===== config.mk =====
export PLATFORM = sky130hd
export DESIGN_NAME = halfwave_pwm
export DESIGN_NICKNAME = d
export VERILOG_FILES = /design/src/rtl/halfwave_pwm.sv
export SDC_FILE = /design/constraint.sdc
export NUM_CORES = 1
export LEC_CHECK = 0
export CORE_MARGIN = 10
export CORE_UTILIZATION = 50
export CTS_CLUSTER_SIZE = 8
export DETAILED_ROUTE_END_ITERATION = 6
export HOLD_SLACK_MARGIN = 0.12
export PLACE_DENSITY = 0.72
export REMOVE_ABC_BUFFERS = 1
export SLEW_MARGIN = 20
export SYNTH_ARGS = -nofsm -noshare
export SYNTH_HDL_FRONTEND = slang
export SYNTH_SLANG_ARGS = --single-unit

===== constraint.sdc =====
create_clock -name clk -period 7.6 [get_ports clk]
set_clock_uncertainty 0.2 [all_clocks]
set_input_delay 2.28 -clock clk [delete_from_list [all_inputs] [get_ports clk]]
set_output_delay 2.28 -clock clk [all_outputs]
set_load 0.005 [all_outputs]

===== src/rtl/halfwave_pwm.sv =====
// Halfwave PWM output stage: scales the sine generator's halfwave magnitudes by volume
// and drives two non-overlapping PWM outputs. Dead time on reversal: HALFWAVE_PWM_DEADTIME_EN.
module halfwave_pwm #(
  parameter int unsigned DEAD_CYCLES = 2
) (
  input  logic       clk,
  input  logic       reset,
  input  logic [7:0] pos_in,
  input  logic [7:0] neg_in,
  input  logic [3:0] volume,
  output logic       pwm_p,
  output logic       pwm_n,
  output logic       period_tick
);

  localparam int unsigned CNT_W  = 8;
  localparam int unsigned VOL_W  = 4;
  localparam int unsigned PROD_W = 12;
  localparam int unsigned DEAD_W = 4;

  typedef enum logic [1:0] {
    IDLE = 2'd0,
    POS  = 2'd1,
    NEG  = 2'd2
`ifdef HALFWAVE_PWM_DEADTIME_EN
    , DEAD = 2'd3
`endif
  } state_t;

  if (DEAD_CYCLES > 15) begin : g_dead_range_check
    $error("halfwave_pwm: DEAD_CYCLES must be in 0..15");
  end

  logic [CNT_W-1:0]  cnt;
  logic              latch;
  state_t            state, state_next, tgt;
  logic [CNT_W-1:0]  duty, duty_next, sample, tgt_duty;
  logic [VOL_W:0]    vol_p1;
  logic [PROD_W-1:0] product;

  // Free-running period counter; the latch edge is the one leaving cnt == 255
  always_ff @(posedge clk) begin
    if (reset) cnt <= '0;
    else       cnt <= cnt + CNT_W'(1);
  end

  assign latch = (cnt == CNT_W'(255));

  // Polarity pick: positive wins when both halves are (illegally) nonzero
  always_comb begin
    tgt    = IDLE;
    sample = '0;
    if (pos_in != '0) begin
      tgt    = POS;
      sample = pos_in;
    end else if (neg_in != '0) begin
      tgt    = NEG;
      sample = neg_in;
    end
  end

  assign vol_p1   = (VOL_W+1)'(volume) + (VOL_W+1)'(1);
  assign product  = PROD_W'(sample) * PROD_W'(vol_p1);
  assign tgt_duty = CNT_W'(product >> 4);

`ifdef HALFWAVE_PWM_DEADTIME_EN
  logic [DEAD_W-1:0] dead_cnt, dead_next;
  state_t            pend, pend_next;
`endif

  always_ff @(posedge clk) begin
    if (reset) state <= IDLE;
    else       state <= state_next;
  end

  always_comb begin
    state_next = state;
    duty_next  = duty;
`ifdef HALFWAVE_PWM_DEADTIME_EN
    dead_next  = dead_cnt;
    pend_next  = pend;
    if (state == DEAD) begin
      if (dead_cnt <= DEAD_W'(1)) begin
        state_next = pend;
        dead_next  = '0;
      end else begin
        dead_next  = dead_cnt - DEAD_W'(1);
      end
    end else
`endif
    if (latch) begin
      duty_next  = tgt_duty;
      state_next = tgt;
`ifdef HALFWAVE_PWM_DEADTIME_EN
      // Reversal between active polarities parks in DEAD with the new target pending
      if ((DEAD_CYCLES != 0) && (state != IDLE) && (tgt != IDLE) && (tgt != state)) begin
        state_next = DEAD;
        dead_next  = DEAD_W'(DEAD_CYCLES);
        pend_next  = tgt;
      end
`endif
    end
  end

  always_ff @(posedge clk) begin
    if (reset) begin
      duty     <= '0;
`ifdef HALFWAVE_PWM_DEADTIME_EN
      dead_cnt <= '0;
      pend     <= IDLE;
`endif
    end else begin
      duty     <= duty_next;
`ifdef HALFWAVE_PWM_DEADTIME_EN
      dead_cnt <= dead_next;
      pend     <= pend_next;
`endif
    end
  end

  // Registered drives; state exclusivity keeps pwm_p and pwm_n from overlapping
  always_ff @(posedge clk) begin
    if (reset) begin
      pwm_p       <= 1'b0;
      pwm_n       <= 1'b0;
      period_tick <= 1'b0;
    end else begin
      pwm_p       <= (state == POS) && (cnt < duty);
      pwm_n       <= (state == NEG) && (cnt < duty);
      period_tick <= (cnt == CNT_W'(254));
    end
  end

endmodule


==> impl_metrics.env <==
export IMPL_status="complete, no violations"
export IMPL_post_cts_resized=0
export IMPL_cts_sinks=21
export IMPL_netlist_top_cell_by_area="dfxtp_1"
export IMPL_dp_hpwl_um=4140
export IMPL_path_max_fanout=5
export IMPL_worstSetupEndpointType="flip-flop"
export IMPL_cp_arrival_ns=6.95
export IMPL_dieWidth_um=87.8
export IMPL_root_buffer="clkbuf_8"
export IMPL_worstPathRequired_ns=7.55
export IMPL_dr_pass1_iters=4
export IMPL_comb_power_share_pct=50.0
export IMPL_p_sw_uw=139
export IMPL_grt_antenna_before_repair=0
export IMPL_setup_tns_ns=0
export IMPL_yosysUniqueCellTypes=48
export IMPL_seq_power_share_pct=30.3
export IMPL_cpMaxStageDelayCell="fa_1"
export IMPL_synth_cells=270
export IMPL_power_per_cell_area_mw_per_mm2=140
export IMPL_synth_top_area_share_pct=18.3
export IMPL_synthXorXnorAreaFrac_pct=5.94
export IMPL_cts_buffer_depth=2
export IMPL_pin_count=25
export IMPL_finalNetCount=365
export IMPL_cts_buffers=3
export IMPL_fin_util_pct=60.3
export IMPL_drc_errors=0
export IMPL_worst_skew_pair_late_latency_ns=0.26
export IMPL_dieHeight_um=87.8
export IMPL_report_final_setup_viol=0
export IMPL_grt_pass1_vias=1852
export IMPL_postRouteAntennaNets=0
export IMPL_rsz0062_at_grt="false"
export IMPL_port_buffers=24
export IMPL_multi_input_area_mm2=0.00174
export IMPL_synth_compound_area_share_pct=15.1
export IMPL_viasPerCell=5.42
export IMPL_hold_path_class="reg -> reg"
export IMPL_yosysMostFrequentCell="nor2_1"
export IMPL_num_antenna_cells=0
export IMPL_fin_crit_sh_pct=92.1
export IMPL_maxCapViolations=0
export IMPL_cpPeakStageDelay_ns=0.54
export IMPL_grt_max_degree=18
export IMPL_vias=1896
export IMPL_synthToLayoutAreaGrowth_pct=15.9
export IMPL_vdd_drop_max_uv=81.9
export IMPL_synthAdderAreaFrac_pct=29.2
export IMPL_grt_pass1_wl_um=8290
export IMPL_synthSimpleGateAreaFrac_pct=24.2
export IMPL_drive_gt1_share_pct=7.72
export IMPL_rows=24
export IMPL_gp_congestion=0.941
export IMPL_seqCellArea_um2=420
export IMPL_fmax_ghz=0.143
export IMPL_ys_ff_latch=21
export IMPL_async_reset_ff_share_pct=0
export IMPL_cts_htree_levels=1
export IMPL_synth_edff_count=0
export IMPL_first_iter_violations=59
export IMPL_postRouteWirelength_um=4870
export IMPL_cp_cell_sequence="clkdlybuf4s50_1 -> nor4_1 -> and2_1 -> a21oi_1 -> or2_2 -> fa_1 -> fa_1 -> fa_1 -> inv_1 -> ha_1 -> a21oi_1 -> and3b_1 -> a41oi_4 -> a21oi_1 -> o311a_1"
export IMPL_initial_core_util_pct=52.0
export IMPL_r2r_slack_ns=5.37
export IMPL_maxSlewViolCount=0
export IMPL_hold_violations=0
export IMPL_wl_per_cell_um=13.9
export IMPL_yosysSeqAreaShare_pct=18.3
export IMPL_cts_setup_buffers=0
export IMPL_crit_type="in -> reg"
export IMPL_syn_avg_cell_area_um2=8.50
export IMPL_grt_overflow=0
export IMPL_ctsHoldBuffers=0
export IMPL_worst_pin_slew_ns=0.602
export IMPL_leakage_nw=1.11
export IMPL_synth_top_family_by_area="adder cells"
export IMPL_fillers=381
export IMPL_whs_ns=0.253
export IMPL_switching_share_pct=37.4
export IMPL_tritoncts="yes"
export IMPL_yosys_top_cells_count="nor2_1, inv_1, ha_1"
export IMPL_max_slew_margin_pct=59.8
export IMPL_synth_yosys_warnings=0
export IMPL_ys_flop_type="dfxtp_1"
export IMPL_synth_area_leaders="dfxtp_1, ha_1, fa_1, nor2_1, inv_1"
export IMPL_grt_usage_pct=12.9
export IMPL_synth_area_mm2=0.00230
export IMPL_clkSlewWorstSetupHoldPaths_ns=0.07
export IMPL_p_int_uw=233
export IMPL_dieArea_mm2=0.00770
export IMPL_worst_setup_path_start_kind="primary input"
export IMPL_power_frac_clock_pct=19.7
export IMPL_coreArea_mm2=0.00441
export IMPL_synthMuxAreaShare_pct=1.31
export IMPL_min_period_ns=7.00
per-layer routing:
metal  global-route usage, %  vias to the layer above  share of wire, %
li1                        -                      976                 -
met3                    1.76                        6               3.2
met5                       0                        -                 0
met1                    18.9                      886                50
met4                    2.17                        0              0.72
met2                    19.8                       28                46
layout make-up:
cell class / count / area share, %
clock buffers: 4 / 1.69
inverters: 30 / 4.23
repair buffers: 29 / 10.4
multi-input cells: 214 / 65.4
well taps: 52 / 2.45
flip-flops and latches: 21 / 15.8
metrics by stage:
| step | total power, mW | instance area [um^2] | setup WS [ns] | instances |
|---|---|---|---|---|
| 6_report | 0.373 | 2660 | 0.599 | 350 |
| 5_1_grt | 0.408 | 2660 | 0.392 | 350 |
| 4_1_cts | 0.376 | 2660 | 0.617 | 350 |
| 3_5_place_dp | 0.303 | 2620 | 0.346 | 346 |
| 3_3_place_gp | 0.302 | 2620 | 0.482 | 346 |
| 2_1_floorplan | 0.257 | 2270 | 0.973 | 265 |
sequential cells by signal, summed over array words and instances (netlist names):
register	flops
cnt	8
duty	8
state	2
period_tick	1
pwm_n	1
pwm_p	1
final timing paths:
path              startpoint       to  cells after the start
setup reg to reg      cnt[0]  duty[7]                      5
hold reg to reg      duty[1]  duty[1]                      2
setup / recovery   pos_in[6]  duty[7]                     15
hold / removal       duty[1]  duty[1]                      2
cells by family (layout without fill, tap and decap cells):
family / after synthesis / in the layout
AND/OR/NAND/NOR: 106 / 106
AO/OA/AOI/OAI: 47 / 47
adder cells (fa/ha/maj): 44 / 44
buffers and inverters: 35 / 63
flip-flops: 21 / 21
XOR/XNOR: 14 / 14
multiplexers: 3 / 3
cells in the final DEF, fill, tap and decap left out, drive strengths merged, types with 4 or more instances in the layout:
cell type / n
fa: 16
nand2: 23
nand2b: 9
clkbuf: 4
a21oi: 16
ha: 28
xnor2: 7
clkdlybuf4s50: 24
nor4: 5
buf: 5
a211oi: 4
or2: 7
dfxtp: 21
nor2: 32
xor2: 6
nor2b: 7
inv: 30
o21ai: 8
nand3: 7
worst max-delay path: cells and delay by family:
kind | cells | cell delay (ns)
adder cells (fa/ha/maj) | 4 | 1.88
AND/OR/NAND/NOR | 4 | 1.22
AO/OA/AOI/OAI | 5 | 1.08
buffers and inverters | 2 | 0.49
power by group through the flow:
stage | logic [mW] | clock network, mW | registers [mW]
after global placement | 0.187 | 0 | 0.116
after CTS | 0.188 | 0.0745 | 0.113
after detailed placement | 0.187 | 0 | 0.116
final | 0.187 | 0.0733 | 0.113
after floorplan | 0.142 | 0 | 0.115
after global routing | 0.214 | 0.0804 | 0.113
Note: power is estimated with default switching activity, not from simulation.
